===== src/rtl/serializer.sv =====
// Parallel-to-serial converter.
// A WIDTH-bit word is accepted with a valid/ready handshake and shifted out one
// bit per clock, with first/last markers framing each word. A new word can be
// accepted on the last bit of the current one, so back-to-back words stream out
// with no idle cycle between them.

// Protocol properties of the serial output stream.
module serializer_checker #(
    parameter int             CW      = 3,
    parameter logic [CW-1:0]  CNT_MAX = '1
) (
    input logic          clk,
    input logic          rst,
    input logic          ser_data,
    input logic          ser_valid,
    input logic          ser_first,
    input logic          ser_last,
    input logic          busy,
    input logic [CW-1:0] cnt
);

    a_busy_is_valid: assert property (@(posedge clk) disable iff (rst)
        busy == ser_valid);

    a_first_needs_valid: assert property (@(posedge clk) disable iff (rst)
        ser_first |-> ser_valid);

    a_last_needs_valid: assert property (@(posedge clk) disable iff (rst)
        ser_last |-> ser_valid);

    a_last_at_final_count: assert property (@(posedge clk) disable iff (rst)
        ser_valid |-> (ser_last == (cnt == CNT_MAX)));

    a_idle_data_low: assert property (@(posedge clk) disable iff (rst)
        !ser_valid |-> !ser_data);

endmodule

module serializer #(
    parameter int WIDTH     = 8,
    parameter bit MSB_FIRST = 1'b0
) (
    input  logic             clk,
    input  logic             rst,
    input  logic [WIDTH-1:0] in_data,
    input  logic             in_valid,
    output logic             in_ready,
    output logic             ser_data,
    output logic             ser_valid,
    output logic             ser_first,
    output logic             ser_last,
    output logic             busy
);

    localparam int            CW      = (WIDTH > 1) ? $clog2(WIDTH) : 1;
    localparam logic [CW-1:0] CNT_MAX = CW'(WIDTH - 1);

    typedef enum logic {
        ST_IDLE  = 1'b0,
        ST_SHIFT = 1'b1
    } state_e;

    state_e           state_q, state_d;
    logic [CW-1:0]    cnt_q, cnt_d;
    logic [WIDTH-1:0] shift_q, shift_d;
    logic             ser_data_q, ser_data_d;
    logic             ser_valid_q, ser_valid_d;
    logic             ser_first_q, ser_first_d;
    logic             ser_last_q, ser_last_d;
    logic             accept_s;
    logic [CW-1:0]    cnt_inc_s;

    // Bit of a word that goes out next in the configured order.
    function automatic logic head_bit(input logic [WIDTH-1:0] word);
        logic b;
        if (MSB_FIRST) begin
            b = word[WIDTH-1];
        end else begin
            b = word[0];
        end
        return b;
    endfunction

    // Word with its head bit removed, remaining bits moved toward the head.
    function automatic logic [WIDTH-1:0] drop_head(input logic [WIDTH-1:0] word);
        logic [WIDTH-1:0] w;
        if (MSB_FIRST) begin
            w = {word[WIDTH-2:0], 1'b0};
        end else begin
            w = {1'b0, word[WIDTH-1:1]};
        end
        return w;
    endfunction

    // Ready depends only on registered state so it never loops back through in_valid.
    assign in_ready  = (state_q == ST_IDLE) || ((state_q == ST_SHIFT) && ser_last_q);
    assign accept_s  = in_valid && in_ready;
    assign cnt_inc_s = cnt_q + CW'(1);

    assign ser_data  = ser_data_q;
    assign ser_valid = ser_valid_q;
    assign ser_first = ser_first_q;
    assign ser_last  = ser_last_q;
    assign busy      = ser_valid_q;

    // Next-state logic: load on accept, advance one bit per cycle, drop to idle after the last bit.
    always_comb begin
        state_d     = state_q;
        cnt_d       = cnt_q;
        shift_d     = shift_q;
        ser_data_d  = 1'b0;
        ser_valid_d = 1'b0;
        ser_first_d = 1'b0;
        ser_last_d  = 1'b0;

        case (state_q)
            ST_IDLE: begin
                if (accept_s) begin
                    state_d     = ST_SHIFT;
                    cnt_d       = '0;
                    shift_d     = drop_head(in_data);
                    ser_data_d  = head_bit(in_data);
                    ser_valid_d = 1'b1;
                    ser_first_d = 1'b1;
                    ser_last_d  = 1'b0;
                end else begin
                    state_d = ST_IDLE;
                    cnt_d   = '0;
                end
            end

            ST_SHIFT: begin
                if (ser_last_q) begin
                    if (accept_s) begin
                        // Chain the next word directly behind this one.
                        state_d     = ST_SHIFT;
                        cnt_d       = '0;
                        shift_d     = drop_head(in_data);
                        ser_data_d  = head_bit(in_data);
                        ser_valid_d = 1'b1;
                        ser_first_d = 1'b1;
                        ser_last_d  = 1'b0;
                    end else begin
                        state_d = ST_IDLE;
                        cnt_d   = '0;
                        shift_d = '0;
                    end
                end else begin
                    state_d     = ST_SHIFT;
                    cnt_d       = cnt_inc_s;
                    shift_d     = drop_head(shift_q);
                    ser_data_d  = head_bit(shift_q);
                    ser_valid_d = 1'b1;
                    ser_first_d = 1'b0;
                    ser_last_d  = (cnt_inc_s == CNT_MAX);
                end
            end

            default: begin
                state_d = ST_IDLE;
                cnt_d   = '0;
                shift_d = '0;
            end
        endcase
    end

    // State, counter, shift register and registered outputs; reset wins over any accept.
    always_ff @(posedge clk) begin
        if (rst) begin
            state_q     <= ST_IDLE;
            cnt_q       <= '0;
            shift_q     <= '0;
            ser_data_q  <= 1'b0;
            ser_valid_q <= 1'b0;
            ser_first_q <= 1'b0;
            ser_last_q  <= 1'b0;
        end else begin
            state_q     <= state_d;
            cnt_q       <= cnt_d;
            shift_q     <= shift_d;
            ser_data_q  <= ser_data_d;
            ser_valid_q <= ser_valid_d;
            ser_first_q <= ser_first_d;
            ser_last_q  <= ser_last_d;
        end
    end

    serializer_checker #(
        .CW      (CW),
        .CNT_MAX (CNT_MAX)
    ) u_checker (
        .clk       (clk),
        .rst       (rst),
        .ser_data  (ser_data_q),
        .ser_valid (ser_valid_q),
        .ser_first (ser_first_q),
        .ser_last  (ser_last_q),
        .busy      (ser_valid_q),
        .cnt       (cnt_q)
    );

endmodule


===== config.mk =====
export PLATFORM = sky130hd
export DESIGN_NAME = serializer
export DESIGN_NICKNAME = d
export VERILOG_FILES = /design/src/rtl/serializer.sv
export SDC_FILE = /design/constraint.sdc
export NUM_CORES = 1
export LEC_CHECK = 0
export ABC_AREA = 1
export BUFFER_PORTS_ARGS = -buffer_cell sky130_fd_sc_hd__clkbuf_2
export CAP_MARGIN = 20
export CORE_MARGIN = 3
export CORE_UTILIZATION = 23
export DETAILED_ROUTE_END_ITERATION = 7
export SLEW_MARGIN = 20
export SYNTH_ARGS = -nofsm -noshare
export SYNTH_HDL_FRONTEND = slang
export SYNTH_HIERARCHICAL = 1
export SYNTH_SLANG_ARGS = --single-unit

===== constraint.sdc =====
create_clock -name clk -period 1.17 [get_ports clk]
set_input_delay 0 -clock clk [delete_from_list [all_inputs] [get_ports clk]]
set_output_delay 0 -clock clk [all_outputs]
set_load 0.03 [all_outputs]

* Word-level counts from Yosys, hierarchy flattened
Cells that the tools add are included.
** Word-level totals
- Output and inout bits :: 6
- Bits of input ports :: 11
- Word-level logic and storage cells :: 29
- Register bits :: 15
** Cells by class
- Bitwise operators :: 1
- Multiplexer cells :: 16
- Add/sub/neg operators :: 1
- Equality and inequality tests :: 2
- Reductions and logical operators :: 3
** Operators with widths (count)
- 8-bit 2-to-1 mux :: 2
- 8-bit case mux with 2 select lines :: 1
- 1-bit case mux with 2 select lines :: 4
- 7-bit 2-to-1 mux :: 1
- 1-bit 2-to-1 mux :: 6
- 3-bit case mux with 2 select lines :: 1
- 3-bit by 1-bit adder with 3-bit output, second input constant :: 1
- 3-bit equality test, second input constant :: 1
- 3-bit 2-to-1 mux :: 1
- 1-bit logical AND :: 2
- 2-bit != test, second input constant :: 1
- 1-bit logical OR :: 1
- 1-bit inverter :: 1

* Depth between registers and ports, before layout
- Depth in word-level cells :: 6
- Depth in mapped cells :: 6
- Depth with buffers taken out :: 6

* Worst setup path after synthesis
Ideal clock, no wire load.
- Kind :: reg-to-reg
- Start point :: reg ser_last_q, in the netlist ser_last
- End point :: reg shift_q[0]
- Path slack :: -90 ps
- Arrival :: 1139 ps
- Data required time :: 1049 ps
- Setup time :: 121 ps
- Buffers on the path :: 0
- Period minus slack after synthesis :: 1260 ps
- Cell stages (with the launch flop) :: 6
- Path through :: dfxtp_1 inv_1 nand2_2 nand2_4 nand3_1 a21oi_1
** On the way
- Cells in the longest elaborated chain, start to end :: 6
- Elaborated cells on any way between the ends :: 7
- Classes of those cells :: 1 x eq/ne; 3 x mux; 3 x reduce/logical
** Ends and longest elaborated chain
- start, declared :: RTL line 69 : logic ser_last_q, ser_last_d;
- start signal, assigned :: RTL line 184 : ser_last_q <= ser_last_d;
- 1-bit logical AND * :: RTL line 96 : assign in_ready = (state_q == ST_IDLE) || ((state_q == ST_SHIFT) && ser_last_q);
- 1-bit logical OR * :: RTL line 96
- named net in_ready :: RTL line 47 : output logic in_ready,
- 1-bit logical AND * :: RTL line 97 : assign accept_s = in_valid && in_ready;
- 7-bit 2-to-1 mux :: RTL line 134 : if (accept_s) begin
- 8-bit 2-to-1 mux :: RTL line 133 : if (ser_last_q) begin
- 8-bit case mux with 2 select lines :: RTL line 116 : case (state_q)
- end signal, assigned :: RTL line 180 : shift_q <= shift_d;
- end, declared :: RTL line 65 : logic [WIDTH-1:0] shift_q, shift_d;
The timed path passes the listed nets; every way through them passes the cells marked *.
A chain may end at the register's enable or synchronous reset.

* Worst setup path after layout
- Start point :: reg ser_last_q, in the netlist ser_last
- End point :: out in_ready
** On the way
- Cells in the longest elaborated chain, start to end :: 2
** Ends and longest elaborated chain (RTL line)
- 1-bit logical AND :: 96
- 1-bit logical OR :: 96
- end, declared :: 47
No other way between the ends.

==> results.yml <==
outcome:
  status: "completed"
route:
  viasPerCell: 4.29
  routed-via-count: 536
  drt-initial-drc-count: 7
  wl_per_cell_um: 9.68
  drc_errors: 0
  drt-pass1-iter-count: 3
  final_antenna_net_count: 0
  drt-total-wl_mm: 1.21
synth:
  synth-seq-area-share_pct: 46.0
  synth_flop_cell: "dfxtp_1"
  yosysWarnings: 6
  synth_commonest_cells: "16 x nand2_1, 15 x nand3_1, 14 x dfxtp_1"
  synth_edf_count: 0
  avgSynthCellArea_um2: 7.91
  synth.most_common_cell: "nand2_1"
  ys_ff_latch: 14
  yosysUniqueCellTypes: 15
  synth_nets: 90
  synth_top_area_share_pct: 46.0
  synthTopCellsByArea: "dfxtp_1 46%, nand3_1 12%, nand2_1 9.9%"
  synth_top_cell_by_area: "dfxtp_1"
  async_flop_share_pct: 0
  syn-instance-count: 77
  synthesis.area_um2: 609
clock_tree:
  clk_latency_ns: 0.28
  postCtsResizedCells: 0
  clock-sinks: 14
  path_clk_slew_ns: 0.08
  numCtsBuffers: 3
  cts_root_buf: "clkbuf_4"
  htree_num_levels: 1
  cts_tree: "done"
  clock_path_buffers: 2
setup_path:
  cp-start-kind: "flip-flop"
  cp-end-kind: "output port"
  crit_required_ns: 1.17
  reg2reg_to: "shift_q[4]$_SDFFE_PP0P_"
  crit_chain: "inv_1 > nand2_2 > clkbuf_2"
  arrival_ns: 1.10
  slowest_stage: "dfxtp_2"
  crit_type: "reg2out"
  rrSetupSlack_ns: 0.14
  reg2reg_depth: 6
  reg2reg_from: "busy$_SDFF_PP0_"
  critical-path-max-stage-delay_ns: 0.36
  critPathMaxFanout: 9
finish:
  regArea_um2: 283
  multiInputGateArea_um2: 274
  layout.nets: 110
  fillers: 284
  diodes: 0
  final_cell_count_no_fill: 125
  drive_above_1_share_pct: 29.5
  syn2layout_area_growth_pct: 23.8
floorplan:
  coreArea_um2: 2500
  die-area_um2: 3300
  die_w_um: 57.5
  die_y_um: 57.5
  io_pins: 17
  initial_core_util_pct: 24.4
  rows: 18
place:
  port_buffers: 16
  post-place-cells: 120
  place_congestion: 0.720
  post-dp-hpwl_um: 970
pwr:
  worst_ir_drop_vdd_v: 0.000577
  internal_power_mw: 0.679
  p_sw_share_pct: 28.3
  p_per_area_nw_per_um2: 1260
  leakagePower_nw: 0.352
  clockPowerShare_pct: 28.2
  switchingPower_mw: 0.268
  p_comb_share_pct: 17.1
  power_frac_seq_pct: 54.7
sta:
  slew_violations: 0
  grt_setup_unrepaired: "no"
  timing.fmax_ghz: 0.911
  finClkSkew_ns: 0.00263
  worstMarginPinSlew_ns: 0.224
  fin_crit_ns: 1.10
  slew_headroom_pct: 84.9
  setup_tns_ns: 0
  setup_viol: 0
  hold_viol_final: 0
  fin_crit_sh_pct: 93.8
hold_path:
  hold_end: "shift_q[6]$_SDFFE_PP0P_"
  hold-path-cell-count: 2
  hold_path_class: "in2reg"
  worstHoldStart: "rst"
global_route:
  grt_use_total_pct: 7.94
  antenna_found_initial: 0
  gr-total-overflow: 0
  grt_start_max_net_pins: 10
  grt_pass1_vias: 499
  grt_first_pass_wirelength_mm: 2.04
flow_run:
  cap_violations: 0
-- per-stage QoR --
stage          util, %  total power, mW  cell area, um2  hold WS [ns]  setup WS, ns
2_1_floorplan        -            0.647             612         0.103        0.0487
3_3_place_gp      28.5            0.688             712         0.200         0.148
3_5_place_dp      28.5            0.691             712         0.200         0.133
4_1_cts           30.2            0.964             754        0.0277        0.0563
5_1_grt           30.2             1.00             754        0.0450        0.0137
6_report          30.2            0.948             754        0.0266        0.0725
-- worst max-delay path: cells and delay by family, from the launching register on --
kind | cells | cell delay [ns]
buf+inv | 2 | 0.29
flops | 1 | 0.36
simple gates | 1 | 0.16
-- layout make-up --
class | count | share of cell area, %
flip-flops and latches | 14 | 37.5
multi-input cells | 50 | 36.3
repair buffers | 18 | 13.3
inverters | 10 | 4.98
well taps | 30 | 4.98
clock buffers | 3 | 2.99
-- routing by layer --
layer | routed length [um] | GRT usage [%] | vias up | part of all wire (%)
met5 | 0 | 0 | - | 0
met4 | 42 | 4.97 | 0 | 3.5
met3 | 58 | 2.04 | 5 | 4.8
met2 | 582 | 12.3 | 12 | 48
met1 | 527 | 9.78 | 241 | 44
li1 | - | - | 278 | -
-- power by group through the flow --
stage	combinational, mW	clock, mW	sequential, mW
after global routing	0.181	0.298	0.523
final	0.162	0.267	0.519
after floorplan	0.105	0	0.542
after CTS	0.165	0.279	0.519
after global placement	0.159	0	0.530
after detailed placement	0.160	0	0.531
-- layout by cell type, fill, tap and decap left out, types with 2 or more instances in the layout --
cell type / n
nand2_1: 16
clkbuf_2: 16
nand3_1: 15
dfxtp_1: 12
inv_1: 9
a21oi_1: 7
nor2_1: 3
clkbuf_4: 3
nand2_2: 2
nor2_4: 2
ha_1: 2
dfxtp_2: 2
dlygate4sd3_1: 2
-- state kept, by name, summed over array words and instances (netlist names) --
register	flops
shift_q	7
cnt_q	3
ser_last	1
busy	1
ser_first	1
ser_data	1
-- logic make-up (layout without fill, tap and decap cells) --
logic type	after synthesis	in the layout	share of synthesized area, %
xor gates and xnor gates	1	1	1.44
buffers and inverters	13	31	9.03
DFF	14	14	46.0
AOI/OAI and AO/OA	7	7	5.75
and+or+nand+nor	40	40	33.7
adders and majority gates	2	2	4.11
-- what timing repair did --
item	4_1_cts	5_1_grt
setup buffers	0	0
hold buffers	2	0
setup endpoints to repair	0	0
hold endpoints to repair	2	0
-- worst max path at each step --
| stage | slack [ns] | end | from |
|---|---|---|---|
| detailed placement | 0.13 | ser_last$_SDFF_PP0_ | busy$_SDFF_PP0_ |
| finish | 0.07 | in_ready | ser_last$_SDFF_PP0_ |
| CTS | 0.06 | in_ready | ser_last$_SDFF_PP0_ |
| global placement | 0.15 | ser_last$_SDFF_PP0_ | busy$_SDFF_PP0_ |
| floorplan | 0.05 | shift_q[0]$_SDFFE_PP0P_ | ser_last$_SDFF_PP0_ |
| global route | 0.01 | in_ready | ser_last$_SDFF_PP0_ |
No activity file was read; power rests on OpenSTA's default activity.
